$ cat src/rtl/matrix_scan_sched.sv
`default_nettype none
// ============================================================================
// Module   : matrix_scan_sched
// Brief    : HUB75 row scan scheduler (SHIFT/LATCH/SHOW/BLANK) with
//            frame-boundary framebuffer swap.
// Revision : 1.0 - initial release
// ============================================================================
module matrix_scan_sched #(
  parameter int COLS = 64,
  parameter int ROWS = 16,
  parameter int BW   = 8
) (
  input  logic          clk,
  input  logic          rst,
  input  logic          enable,
  input  logic [BW-1:0] brightness,
  input  logic          swap_req,
  output logic          swap_ack,
  output logic          front_buf,
  output logic [6:0]    col,
  output logic [3:0]    row,
  output logic          shift_en,
  output logic          LAT,
  output logic          OE,
  output logic          frame_done,
  output logic          busy
);

  localparam logic [2:0] S_IDLE  = 3'd0;
  localparam logic [2:0] S_SHIFT = 3'd1;
  localparam logic [2:0] S_LATCH = 3'd2;
  localparam logic [2:0] S_SHOW  = 3'd3;
  localparam logic [2:0] S_BLANK = 3'd4;

  localparam logic [6:0]    COL_LAST = 7'(COLS - 1);
  localparam logic [3:0]    ROW_LAST = 4'(ROWS - 1);
  localparam logic [BW-1:0] ONE      = BW'(1);

  logic [2:0]    state_q, state_d;
  logic [6:0]    col_q, col_d;
  logic [3:0]    row_q, row_d;
  logic [BW-1:0] on_cnt_q, on_cnt_d;
  logic          front_buf_q, front_buf_d;
  logic          swap_ack_q, swap_ack_d;
  logic          frame_done_q, frame_done_d;
  logic          shift_en_q, shift_en_d;
  logic          lat_q, lat_d;
  logic          oe_q, oe_d;
  logic          busy_q, busy_d;

  always_ff @(posedge clk or posedge rst) begin
    if (rst) begin
      state_q      <= S_IDLE;
      col_q        <= '0;
      row_q        <= '0;
      on_cnt_q     <= '0;
      front_buf_q  <= 1'b0;
      swap_ack_q   <= 1'b0;
      frame_done_q <= 1'b0;
      shift_en_q   <= 1'b0;
      lat_q        <= 1'b0;
      oe_q         <= 1'b1;
      busy_q       <= 1'b0;
    end else begin
      state_q      <= state_d;
      col_q        <= col_d;
      row_q        <= row_d;
      on_cnt_q     <= on_cnt_d;
      front_buf_q  <= front_buf_d;
      swap_ack_q   <= swap_ack_d;
      frame_done_q <= frame_done_d;
      shift_en_q   <= shift_en_d;
      lat_q        <= lat_d;
      oe_q         <= oe_d;
      busy_q       <= busy_d;
    end
  end

  always_comb begin
    state_d      = state_q;
    col_d        = col_q;
    row_d        = row_q;
    on_cnt_d     = on_cnt_q;
    front_buf_d  = front_buf_q;
    swap_ack_d   = 1'b0;
    frame_done_d = 1'b0;
    case (state_q)
      S_IDLE: begin
        row_d = '0;
        col_d = '0;
        if (enable) state_d = S_SHIFT;
      end
      S_SHIFT: begin
        if (col_q == COL_LAST) begin
          col_d   = '0;
          state_d = S_LATCH;
        end else begin
          col_d = col_q + 7'd1;
        end
      end
      S_LATCH: begin
        on_cnt_d = brightness;
        state_d  = (brightness != '0) ? S_SHOW : S_BLANK;
      end
      S_SHOW: begin
        if (on_cnt_q == ONE) state_d = S_BLANK;
        else                 on_cnt_d = on_cnt_q - ONE;
      end
      S_BLANK: begin
        // Frame boundary is the only point where a buffer swap may be granted.
        if (row_q == ROW_LAST) begin
          row_d        = '0;
          frame_done_d = 1'b1;
          if (swap_req) begin
            front_buf_d = ~front_buf_q;
            swap_ack_d  = 1'b1;
          end
        end else begin
          row_d = row_q + 4'd1;
        end
        if (enable) begin
          state_d = S_SHIFT;
        end else begin
          state_d = S_IDLE;
          row_d   = '0;
        end
      end
      default: begin
        state_d = S_IDLE;
        col_d   = '0;
        row_d   = '0;
      end
    endcase
  end

  // Panel controls are registered from the next state so they align with state_q.
  always_comb begin
    shift_en_d = (state_d == S_SHIFT);
    lat_d      = (state_d == S_LATCH);
    oe_d       = (state_d != S_SHOW);
    busy_d     = (state_d != S_IDLE);
  end

  assign swap_ack   = swap_ack_q;
  assign front_buf  = front_buf_q;
  assign col        = col_q;
  assign row        = row_q;
  assign shift_en   = shift_en_q;
  assign LAT        = lat_q;
  assign OE         = oe_q;
  assign frame_done = frame_done_q;
  assign busy       = busy_q;

endmodule
`default_nettype wire

$ cat config.mk
export PLATFORM = sky130hd
export DESIGN_NAME = matrix_scan_sched
export DESIGN_NICKNAME = d
export VERILOG_FILES = /design/src/rtl/matrix_scan_sched.sv
export SDC_FILE = /design/constraint.sdc
export NUM_CORES = 1
export LEC_CHECK = 0
export CAP_MARGIN = 30
export CORE_UTILIZATION = 44
export DETAILED_ROUTE_END_ITERATION = 8
export MAX_ROUTING_LAYER = met4
export PLACE_DENSITY = 0.79
export SYNTH_ARGS = -nofsm -noshare
export SYNTH_HDL_FRONTEND = slang
export SYNTH_SLANG_ARGS = --single-unit
$ cat constraint.sdc
create_clock -name clk -period 1.5 [get_ports clk]
set_input_delay 0.45 -clock clk [delete_from_list [all_inputs] [get_ports clk]]
set_output_delay 0.45 -clock clk [all_outputs]
set_load 0.02 [all_outputs]
==> results by group <==
Setup path
  – CP Class: register to register
  – Startpoint type of the worst setup path: register
  – Delay contributed by the slowest stage of the critical path: ~0.5 ns
  – CP arrival: 1.76 ns
  – Worst flop-to-flop path startpoint: on_cnt_q[1]
  – Crit Path Max Fanout: 3
  – Cell chain of the critical path: inv_2, ha_4, or4b_4, nand4b_1, a21oi_1, o22a_1
  – Crit. End Element: register
  – Worst Path Required: approximately 1.7 ns
  – Cell with the largest stage delay on the worst path: or4b_4
  – Launching instance or port of the critical path: on_cnt_q[1]

Clock tree
  – Buffer depth of the longest clock path: 2
  – Clock sink count: 29
  – Clock Tree Root: clkbuf_8
  – TritonCTS clock tree: done
  – Number of buffers created by CTS: 5
  – H-tree Lvls: 2
  – Clk Latency, worst-skew pair: 0.29 ns
  – Clock slew at the register clock pins of the worst setup and hold paths: about 0.060 ns

Synth
  – FFs w/ async S/R, synth: 1.000
  – Post-synth EDFFs: 0
  – Flip-flop and latch count after synthesis: 29
  – Number of instances in the synthesized netlist: about 170
  – Cell area after technology mapping: about 1600 µm²
  – Primary flip-flop cell chosen by synthesis mapping: dfrtp_1
  – Mean Syn Cell Area: approximately 9.8 µm²
  – Synth warnings: 0
  – Syn_nets: roughly 180
  – Share of synthesized area occupied by flip-flops and latches: 0.4459
  – Count of unique library cells instantiated by Yosys: 53

Power and ir drop
  – Combinational group share of total power: 0.254
  – Share of power burned in the clock network: 0.359
  – Net Sw Power: between 600 and 700 µW
  – Pint: between 1500 and 2000 µW
  – VDD IR-drop max: between 500 and 600 µV
  – Fraction of power spent switching nets: 0.2861
  – Pwr per Cell Area: ~1000 nW/µm²
  – Cell leakage power: 0.001070 µW
  – Part of the total power dissipated in sequential elements: 0.387

Timing
  – Setup violations, final: 3
  – Clock Skews: around 0.0054 ns
  – Worst setup slack after layout: -0.08985 ns
  – Tightest Pin Transition: about 0.36 ns
  – Relative max-transition margin: 0.7583
  – Achievable Freq: around 630 MHz
  – Number of max-slew violations in the final report: 0
  – RSZ-0062 raised after global routing: true
  – Final clock period utilization by the worst path: 1.060
  – Hold Violations, Final: 0
  – Post-layout min period: between 1.5 and 2 ns

Placement
  – Count of port buffers added during placement: 29
  – Post-DP HPWL: 3155 µm
  – Setup Slack @ Placement: -0.1931 ns
  – Routability congestion estimate: about 0.88
  – Placed cells: 268

GRT
  – Largest net degree at the start of global routing: 18
  – Gr usage total: 0.2531
  – Antenna violations before repair: 0
  – Vias in the first global route: roughly 1500
  – First-pass GRT wire length: roughly 7500 µm
  – Gr ovfl total: 0

Drt
  – Vias post-DR: about 1500
  – DRT Wirelength: roughly 4400 µm
  – Number of optimization iterations in the first detailed-route pass: 4
  – Post-detailed-route count of antenna-violating nets: 0
  – Vias per inst: between 5 and 6
  – Detailed router's first-iteration violation count: 85
  – Post-DR wirelength/cell: ~16 µm
  – DRC viols: 0

Layout
  – Post-route insts no fill: around 280
  – Nets@finish: between 200 and 250
  – Layout cells sized above 1: 0.2857
  – Area added between synthesis and finish: 44.90%
  – Number of antenna cells inserted: 0
  – FILL cells: between 200 and 300

Die
  – Die height: between 60 and 70 µm
  – Horizontal die dimension: around 63 µm
  – Number of top-level pins: 30
  – Core area: 3442 µm²
  – Die ar.: slightly below 4000 µm²
  – Starting utilization of the core area: 0.4736
  – Number of rows created at floorplan: 21

Job
  – Max Cap Viol: 0

Run status
  – Run status: finished, violations left
  – Failing checks: setup timing

Hold path
  – Worst hold path type: input pin to asynchronous set/reset pin
## critical path, delay by kind of cell, from the launching register on
kind,cells,cell delay (ns)
AND/OR/NAND/NOR,2,0.60
flip-flops,1,0.38
AO/OA/AOI/OAI,2,0.26
adder cells (fa/ha/maj),1,0.16
buffers and inverters,1,0.08
## area by class of cell
class                      count  area [µm²]  area share
multi-input combinational    124       895.9      0.3792
sequential                    29       730.7      0.3093
timing repair buffer          63       535.5      0.2267
clock buffer                   7       86.33     0.03655
tap                           46       57.56     0.02436
clock inverter                 1       30.03     0.01271
inverter                       7       26.28     0.01112
## synth_stat cells, types with 4 or more instances
| cell type | n | area share |
|---|---|---|
| a21oi_1 | 10 | 0.031 |
| nor2_1 | 9 | 0.021 |
| inv_1 | 7 | 0.016 |
| dfrtp_1 | 28 | 0.43 |
| nor3_1 | 5 | 0.015 |
| nand3_1 | 7 | 0.021 |
| o21ai_0 | 11 | 0.034 |
| ha_1 | 4 | 0.031 |
| nand2_1 | 14 | 0.032 |
| nand2b_1 | 7 | 0.027 |
## stage by stage
stage | TNS [ns] | instance area, µm² | power [µW] | utilization | hold slack (ns)
2_1_floorplan | -0.05834 | 1635 | 1212 | - | 0.5053
3_3_place_gp | -1.079 | 2197 | 1489 | 0.6383 | 0.4949
3_5_place_dp | -1.518 | 2197 | 1519 | 0.6383 | 0.5032
4_1_cts | -0.1779 | 2331 | 2328 | 0.6772 | 0.4233
5_1_grt | -0.8557 | 2362 | 2463 | 0.6863 | 0.4436
6_report | -0.1802 | 2362 | 2359 | 0.6863 | 0.4158
## cell families after synthesis
logic type / share of synthesized area
compound gates: 0.1827
xor+xnor: 0.009980
fa+ha+maj: 0.03070
buf+inv: 0.04451
flops: 0.4459
mux: 0.01919
simple gates: 0.2671
## timing repair
action / CTS / global route
gates resized for setup: 29 / 9
endpoints found under the setup margin: 28 / 18
buffers inserted: 1 / 1
hold buffers: 0 / 0
pin swaps: 2 / 7
## flip-flops by register name (all words and copies together) (netlist names)
signal	count
row	4
OE	1
front_buf	1
col	7
shift_en	1
swap_ack	1
state_q	3
LAT	1
frame_done	1
on_cnt_q	8
busy	1
## worst paths after layout
kind,cells past startpoint,to,slack [ns]
worst max-delay path,6,on_cnt_q[6],-0.09
worst min-delay path,2,on_cnt_q[3],0.42
worst max register to register,6,on_cnt_q[6],-0.09
worst min register to register,1,col[6],0.52
max in group asynchronous,3,col[4],0.66
min in group clk,1,col[6],0.52
## power by group through the flow
stage	Sequential (µW)	Clock (µW)	Combinational [µW]
6_report	913	846	599
5_1_grt	923	898	642
4_1_cts	913	851	563
3_5_place_dp	927	0	592
3_3_place_gp	918	0	571
2_1_floorplan	1020	0	194
## routing by layer
metal,vias up,global-route usage,part of all wire
met5,-,-,0
li1,737,-,-
met1,745,0.2966,0.43
met3,10,0.07299,0.043
met4,0,0.1134,0.020
met2,53,0.4005,0.50
## cell usage in the layout (no fill, tap or decap), types with 3 or more instances in the layout
cell type | netlist | final
clkdlybuf4s50_1 | 0 | 11
dfrtp_2 | 0 | 3
inv_1 | 7 | 6
o22ai_1 | 3 | 3
o21ai_1 | 3 | 4
nor3_1 | 5 | 4
nand3_1 | 7 | 7
nand2b_1 | 7 | 7
buf_4 | 3 | 33
nand2_1 | 14 | 13
clkdlybuf4s15_1 | 0 | 3
a21oi_1 | 10 | 10
a22oi_1 | 3 | 3
clkbuf_8 | 0 | 6
dlygate4sd2_1 | 0 | 14
nor2b_1 | 3 | 3
dfrtp_1 | 28 | 25
nor2_1 | 9 | 7
o21ai_0 | 11 | 10
a22o_1 | 3 | 3
(Power assumes the default switching activity.)
